File: config.mk
export PLATFORM = sky130hd
export DESIGN_NAME = adc_channel_scheduler
export DESIGN_NICKNAME = d
export VERILOG_FILES = /design/src/rtl/adc_channel_scheduler.sv
export SDC_FILE = /design/constraint.sdc
export NUM_CORES = 1
export LEC_CHECK = 0
export CORE_MARGIN = 2
export CORE_UTILIZATION = 60
export DETAILED_ROUTE_END_ITERATION = 10
export DONT_BUFFER_PORTS = 1
export HOLD_SLACK_MARGIN = 0.03
export PLACE_DENSITY = 0.76
export SYNTH_ARGS = -nofsm -noshare
export SYNTH_HDL_FRONTEND = slang
export SYNTH_SLANG_ARGS = --single-unit
export TNS_END_PERCENT = 50
File: constraint.sdc
create_clock -name sys_clk -period 3.16 [get_ports sys_clk]
set_input_delay 0.632 -clock sys_clk [delete_from_list [all_inputs] [get_ports sys_clk]]
set_output_delay 0.632 -clock sys_clk [all_outputs]
set_load 0.005 [all_outputs]
File: src/rtl/adc_channel_scheduler.sv
// Round-robin command/response sequencer for the MAX10 modular ADC Avalon-ST interface.
// One conversion is outstanding at a time; each matching response updates that slot's sample.
module adc_channel_scheduler #(
  parameter int NUM_CH   = 5,
  parameter int FIRST_CH = 1,
  parameter int TIMEOUT  = 255
) (
  input  logic                 sys_clk,
  input  logic                 reset,
  input  logic                 enable,
  output logic                 cmd_valid,
  output logic [4:0]           cmd_channel,
  output logic                 cmd_startofpacket,
  output logic                 cmd_endofpacket,
  input  logic                 cmd_ready,
  input  logic                 rsp_valid,
  input  logic [4:0]           rsp_channel,
  input  logic [11:0]          rsp_data,
  output logic [NUM_CH*12-1:0] sample_data,
  output logic [NUM_CH-1:0]    sample_new,
  output logic                 sweep_done,
  output logic                 timeout_err,
  input  logic                 err_clr
);

  typedef enum logic [1:0] {
    IDLE  = 2'd0,
    ISSUE = 2'd1,
    WAIT  = 2'd2
  } state_t;

  localparam logic [7:0] TERM     = 8'(TIMEOUT - 1);
  localparam logic [2:0] LAST     = 3'(NUM_CH - 1);
  localparam logic [4:0] BASE_CH  = 5'(FIRST_CH);

  state_t              state;
  state_t              state_next;
  logic [2:0]          idx;
  logic [2:0]          idx_next;
  logic [7:0]          cnt;
  logic [4:0]          exp_ch;
  logic                accept;
  logic                hit;
  logic                expire;
  logic [NUM_CH-1:0]   new_mask;

  assign cmd_startofpacket = 1'b1;
  assign cmd_endofpacket   = 1'b1;
  assign exp_ch            = BASE_CH + {2'b00, idx};

  // A matching response on the terminal-count cycle counts as data, not a timeout.
  always_comb begin
    state_next = state;
    idx_next   = idx;
    accept     = 1'b0;
    hit        = 1'b0;
    expire     = 1'b0;
    case (state)
      IDLE: begin
        if (enable) begin
          state_next = ISSUE;
        end else begin
          state_next = IDLE;
        end
      end
      ISSUE: begin
        if (cmd_ready) begin
          accept     = 1'b1;
          state_next = WAIT;
        end else begin
          state_next = ISSUE;
        end
      end
      WAIT: begin
        hit    = rsp_valid && (rsp_channel == exp_ch);
        expire = !hit && (cnt == TERM);
        if (hit || expire) begin
          idx_next   = (idx == LAST) ? 3'd0 : idx + 3'd1;
          state_next = enable ? ISSUE : IDLE;
        end else begin
          state_next = WAIT;
        end
      end
      default: begin
        state_next = IDLE;
      end
    endcase
  end

  always_comb begin
    new_mask = '0;
    for (int k = 0; k < NUM_CH; k++) begin
      new_mask[k] = hit && (idx == 3'(k));
    end
  end

  always_ff @(posedge sys_clk) begin
    if (reset) begin
      state       <= IDLE;
      idx         <= 3'd0;
      cnt         <= 8'd0;
      cmd_valid   <= 1'b0;
      cmd_channel <= BASE_CH;
      sample_data <= '0;
      sample_new  <= '0;
      sweep_done  <= 1'b0;
      timeout_err <= 1'b0;
    end else begin
      state <= state_next;
      idx   <= idx_next;
      if (accept) begin
        cnt <= 8'd0;
      end else if (state == WAIT) begin
        cnt <= cnt + 8'd1;
      end
      // Command outputs are registered from the next state so a new command follows completion by one cycle.
      cmd_valid   <= (state_next == ISSUE);
      cmd_channel <= BASE_CH + {2'b00, idx_next};
      sample_new  <= new_mask;
      for (int k = 0; k < NUM_CH; k++) begin
        if (new_mask[k]) begin
          sample_data[12*k +: 12] <= rsp_data;
        end
      end
      sweep_done <= (hit || expire) && (idx == LAST);
      if (expire) begin
        timeout_err <= 1'b1;
      end else if (err_clr) begin
        timeout_err <= 1'b0;
      end
    end
  end

endmodule

Word level (Yosys, flattened, before mapping)
Index checks and enable logic that the tools add are counted.
{"block": "op_classes", "reduce_logical": 15, "n_mux": 13, "eq_ne": 9, "add_sub_neg": 4}
{"op": "two-way mux 3 bit", "n": 3}
{"op": "adder 1 x 3 -> 4 bit (first input constant)", "n": 2}
{"op": "adder 8 x 1 -> 8 bit (second input constant)", "n": 1}
{"op": "equality test 8 bit (second input constant)", "n": 1}
{"op": "logical AND 1 bit", "n": 8}
{"op": "two-way mux 1 bit", "n": 7}
{"op": "equality test 3 x 2 -> 1 bit (second input constant)", "n": 2}
{"op": "one-hot mux 2 bit (3 select lines)", "n": 1}
{"op": "equality test 5 x 4 -> 1 bit", "n": 1}
{"op": "equality test 2 x 1 -> 1 bit (second input constant)", "n": 2}
{"op": "two-way mux 2 bit", "n": 2}
{"op": "adder 3 x 1 -> 3 bit (second input constant)", "n": 1}
{"op": "equality test 3 x 1 -> 1 bit (second input constant)", "n": 1}
{"op": "equality test 3 bit (second input constant)", "n": 1}
{"op": "logical NOT 3 bit", "n": 1}
{"op": "equality test 2 bit (second input constant)", "n": 1}
{"op": "logical NOT 2 bit", "n": 1}
{"op": "logical OR 1 bit", "n": 2}
{"op": "nonzero test 2 bit", "n": 1}
{"op": "OR reduction 2 bit", "n": 1}
{"op": "logical NOT 1 bit", "n": 1}
{"block": "totals", "word_cells": 54, "reg_bits": 86}

Logic depth before layout (Yosys ltp)
{"block": "depth", "word_depth": 9, "depth_mapped": 12}

Worst setup path after synthesis
No wires, ideal clock.
{"block": "synth_path", "path_type": "register to register", "start": "reg idx[0]", "end": "reg cmd_channel[2]", "period_less_slack_ns": 2.873, "setup_time_ns": 0.062, "required_time_ns": 3.098, "n_path_buf": 0, "path_slack_ns": 0.287, "path_stages_with_launch": 11, "t_arrival_ns": 2.811, "path_cell_list": "dfxtp_1 -> ha_1 -> ha_1 -> xnor2_1 -> nor4_4 -> a31oi_4 -> mux2i_1 -> inv_1 -> ha_1 -> or4b_1 -> nand3_1"}
{"block": "synth_via", "elab_chain_len": 9, "word_cells_on_any_way": 12, "classes_between": "add/sub (3); eq/ne (2); mux (3); reduce/logical (4)"}
{"item": "start, declared", "line": "38", "text": "logic [2:0] idx;"}
{"item": "start signal, assigned", "line": "110", "text": "idx <= idx_next;"}
{"item": "adder 1 x 3 -> 4 bit", "line": "49", "text": "assign exp_ch = BASE_CH + {2'b00, idx};"}
{"item": "equality test 5 x 4 -> 1 bit", "line": "75", "text": "hit = rsp_valid && (rsp_channel == exp_ch);"}
{"item": "logical AND 1 bit", "line": "75"}
{"item": "logical NOT 1 bit", "line": "76", "text": "expire = !hit && (cnt == TERM);"}
{"item": "logical AND 1 bit", "line": "76"}
{"item": "logical OR 1 bit", "line": "77", "text": "if (hit || expire) begin"}
{"item": "two-way mux 3 bit", "line": "77"}
{"item": "two-way mux 3 bit (*)", "line": "58", "text": "case (state)"}
{"item": "named net idx_next[0]", "line": "39", "text": "logic [2:0] idx_next;"}
{"item": "adder 1 x 3 -> 4 bit (*)", "line": "118", "text": "cmd_channel <= BASE_CH + {2'b00, idx_next};"}
{"item": "end signal, assigned", "line": "118"}
{"item": "end, declared", "line": "12", "text": "output logic [4:0] cmd_channel,"}
The timed path passes the listed nets; every way through them passes the cells marked *.
A chain may end at the register's enable or synchronous reset.

Final worst setup path
Same ends and word-level chain as after synthesis.

==> reports/results.ini <==
[status]
status = finished, final reports clean

[layout]
drive_gt1_share_pct = 8.85
final_cells = 411
diodes = 0
finalCoreUtilization_pct = 67.1
area_growth_pct = 9.25
nets = 365

[power]
total_power_mw = 2.03
p_leak_nw = 1.83
powerDensity_mw_per_mm2 = 557
peakVddDrop_mv = 0.376

[critical_path]
slowest_delay_ns = 0.52
required_ns = 3.44
worstPathCellList = ha_1 > ha_1 > xnor2_1 > nor4_4 > a31oi_4 > mux2i_1 > inv_1 > ha_1 > or4b_1 > nand3_1
worstPathMaxFanout = 10
rrSetupSlack_ns = 0.28
r2r_start = idx[0]
critPathBufInv = 1
worstSetupPathType = flop to flop
cp_slowest_cell = or4b_1
end_kind = flop
ff2ff_path_depth = 10
start_kind = flop
crit_top_cell = ha_1
worstPathArrival_ns = 3.16
r2r-end = cmd_channel[2]
path_delay_family = simple AND/OR/NAND/NOR gates

[place]
placed_cells = 395
io_buffers = 0
globalplace.congestion = 0.929
place_hpwl_mm = 4.55

[sta]
fmax_ghz = 0.347
period_share_pct = 91.2
rsz0062_at_grt = no
clock_skew_ns = 0.00680
hold_violations = 0
whs_ns = 0.359
fin_crit_ns = 2.88
tightest_slew_ns = 0.509
final_max_slew_viol_count = 0
slew_headroom_pct = 65.8
tns_ns = 0
setup_viol = 0

[detailed_routing]
wl_per_cell_um = 16.2
ant_nets = 0
wirelength_mm = 6.68
vias = 2244
drtIter0Drc = 81
drt_first_pass_iters = 4
drc_errors = 0
via_per_inst = 5.46

[global_route]
grt_util_met2_pct = 36.4
gr-total-overflow = 0
grt_pass1_vias = 2216
grt.busiest_layer = met2
use_met1_pct = 27.7
grt_usage_pct = 22.8
grt_max_degree = 82
grt_util_met3_pct = 8.85
grt_pass1_wl_mm = 10.9
antenna_found_initial = 0

[die]
rows = 27
die_w_um = 78.6
ioPinCount = 98
die-area_mm2 = 0.00618
start_util_pct = 61.4
die_y_um = 78.6
core_region_area_mm2 = 0.00544

[synthesis]
ys.warnings.count = 0
seq_area_frac_synth_pct = 50.9
synth_cells = 333
ys_ff_latch = 85
synthesis.area_mm2 = 0.00334
post_synth.cell_area_avg_um2 = 10.0
synth.distinct_cells = 34

[hold_path]
hold_path.startpoint = reset
min_to = cmd_channel[1]
min_path_cells = 1
hp-class = input port to flop

[cts]
cts_buffers = 9
cts_tree = yes
root_buffer = clkbuf_8
post_cts_resized = 0
clkTransAtPathRegs_ns = 0.08
cts_sinks = 85
cts_setup_buffers = 0
clkLatencyLatePin_ns = 0.34
clock_path_buffers = 2
hold_buffers = 0
h-tree-depth = 3

[job]
maxCapViolCount = 0

## stage by stage
stage / area, um^2 / setup WS (ns)
after floorplan: 3350 / 0.287
after global placement: 3400 / 0.396
after detailed placement: 3400 / 0.304
after CTS: 3650 / 0.287
after global routing: 3650 / 0.0848
final: 3650 / 0.279
## layout make-up
| cell class | count | area (um^2) |
|---|---|---|
| clock buffers | 11 | 141 |
| fillers | 444 | 1790 |
| well taps | 72 | 90.1 |
| clock inverters | 5 | 108 |
| repair buffers | 9 | 67.6 |
| inverters | 7 | 26.3 |
| flip-flops and latches | 85 | 1700 |
| multi-input cells | 222 | 1520 |
## per-layer routing
metal / wire length, um / up-vias / part of all wire, %
met2: 3070 / 75 / 46
met3: 601 / 9 / 9.0
li1: - / 1109 / -
met4: 127 / 0 / 1.9
met5: 0 / - / 0
met1: 2880 / 1051 / 43
## worst max path at each step
stage	slack (ns)	cells after the start	from	endpoint
floorplan	0.29	10	idx[0]	cmd_channel[2]
global placement	0.40	10	idx[0]	cmd_channel[2]
detailed placement	0.30	10	idx[0]	cmd_channel[2]
CTS	0.29	10	idx[0]	cmd_channel[2]
global route	0.08	10	idx[0]	cmd_channel[2]
finish	0.28	10	idx[0]	cmd_channel[2]
## cells in the mapped netlist
cell       n  share of area, %
mux2i_1   62                19
nand4_1    8               1.5
or2b_1     1              0.22
ha_1       8               3.0
nand4_2    1              0.37
buf_4      3              0.67
buf_6      1              0.34
nor3b_1    1              0.22
nor2b_1    6               1.1
xor2_1     6               1.6
a21oi_1    8               1.2
nand4b_2   1              0.45
xnor2_1    5               1.3
or2_2      2              0.37
nand2b_1   3              0.56
nor4_4     1              0.64
and3_1     1              0.19
dfxtp_1   85                51
or4b_1     2              0.60
or4_1      2              0.45
clkbuf_1  10               1.1
nor2_1    78               8.8
o21ai_0    1              0.15
nor3_1     4              0.60
nand3_1    6              0.90
or3_1      1              0.19
inv_1      7              0.79
o311ai_0   1              0.26
a211oi_1   1              0.22
conb_1     2              0.22
buf_2      6              0.90
and2_1     1              0.19
nand2_1    7              0.79
a31oi_4    1              0.64
## state kept, by name, summed over array words and instances (netlist names)
name and count:
cnt 8, sample_data 60, sample_new 5, cmd_channel 4, state 2, timeout_err 1, cmd_valid 1, sweep_done 1
idx 3
## worst reg2reg max path, delay by kind of cell (launching register included)
family	cells	cell delay [ns]
AO/OA/AOI/OAI	1	0.19
XOR/XNOR	1	0.17
adder cells (fa/ha/maj)	3	0.69
buffers and inverters	1	0.08
flip-flops	1	0.48
multiplexers	1	0.27
AND/OR/NAND/NOR	3	0.96
## kinds of logic (layout without fill, tap and decap cells)
logic type               Yosys count  count (layout)  synth area share [%]
adder cells (fa/ha/maj)            8               8                  3.00
other                              2               3                 0.225
multiplexers                      62              62                  18.6
XOR/XNOR                          11              11                  2.88
buffers and inverters             27              32                  3.82
AND/OR/NAND/NOR                  126             126                  18.1
flip-flops                        85              85                  50.9
AO/OA/AOI/OAI                     12              12                  2.47
## power breakdown
| group | internal (mW) | switching, mW |
|---|---|---|
| Combinational | 0.0128 | 0.0166 |
| Clock | 0.550 | 0.376 |
| Sequential | 1.07 | 0.00422 |
| Total | 1.64 | 0.396 |
## cell usage in the layout, fill, tap and decap left out, drive strengths merged, types with 3 or more instances in the layout
| cell | Yosys | layout |
|---|---|---|
| a21oi | 8 | 8 |
| nand3 | 6 | 6 |
| xor2 | 6 | 6 |
| ha | 8 | 8 |
| nand2b | 3 | 3 |
| nand2 | 7 | 7 |
| xnor2 | 5 | 5 |
| buf | 10 | 9 |
| nand4 | 9 | 9 |
| dfxtp | 85 | 85 |
| nor2b | 6 | 6 |
| mux2i | 62 | 62 |
| clkbuf | 10 | 11 |
| conb | 2 | 3 |
| bufinv | 0 | 3 |
| inv | 7 | 7 |
| nor2 | 78 | 78 |
| nor3 | 4 | 4 |
(Power assumes the default switching activity.)
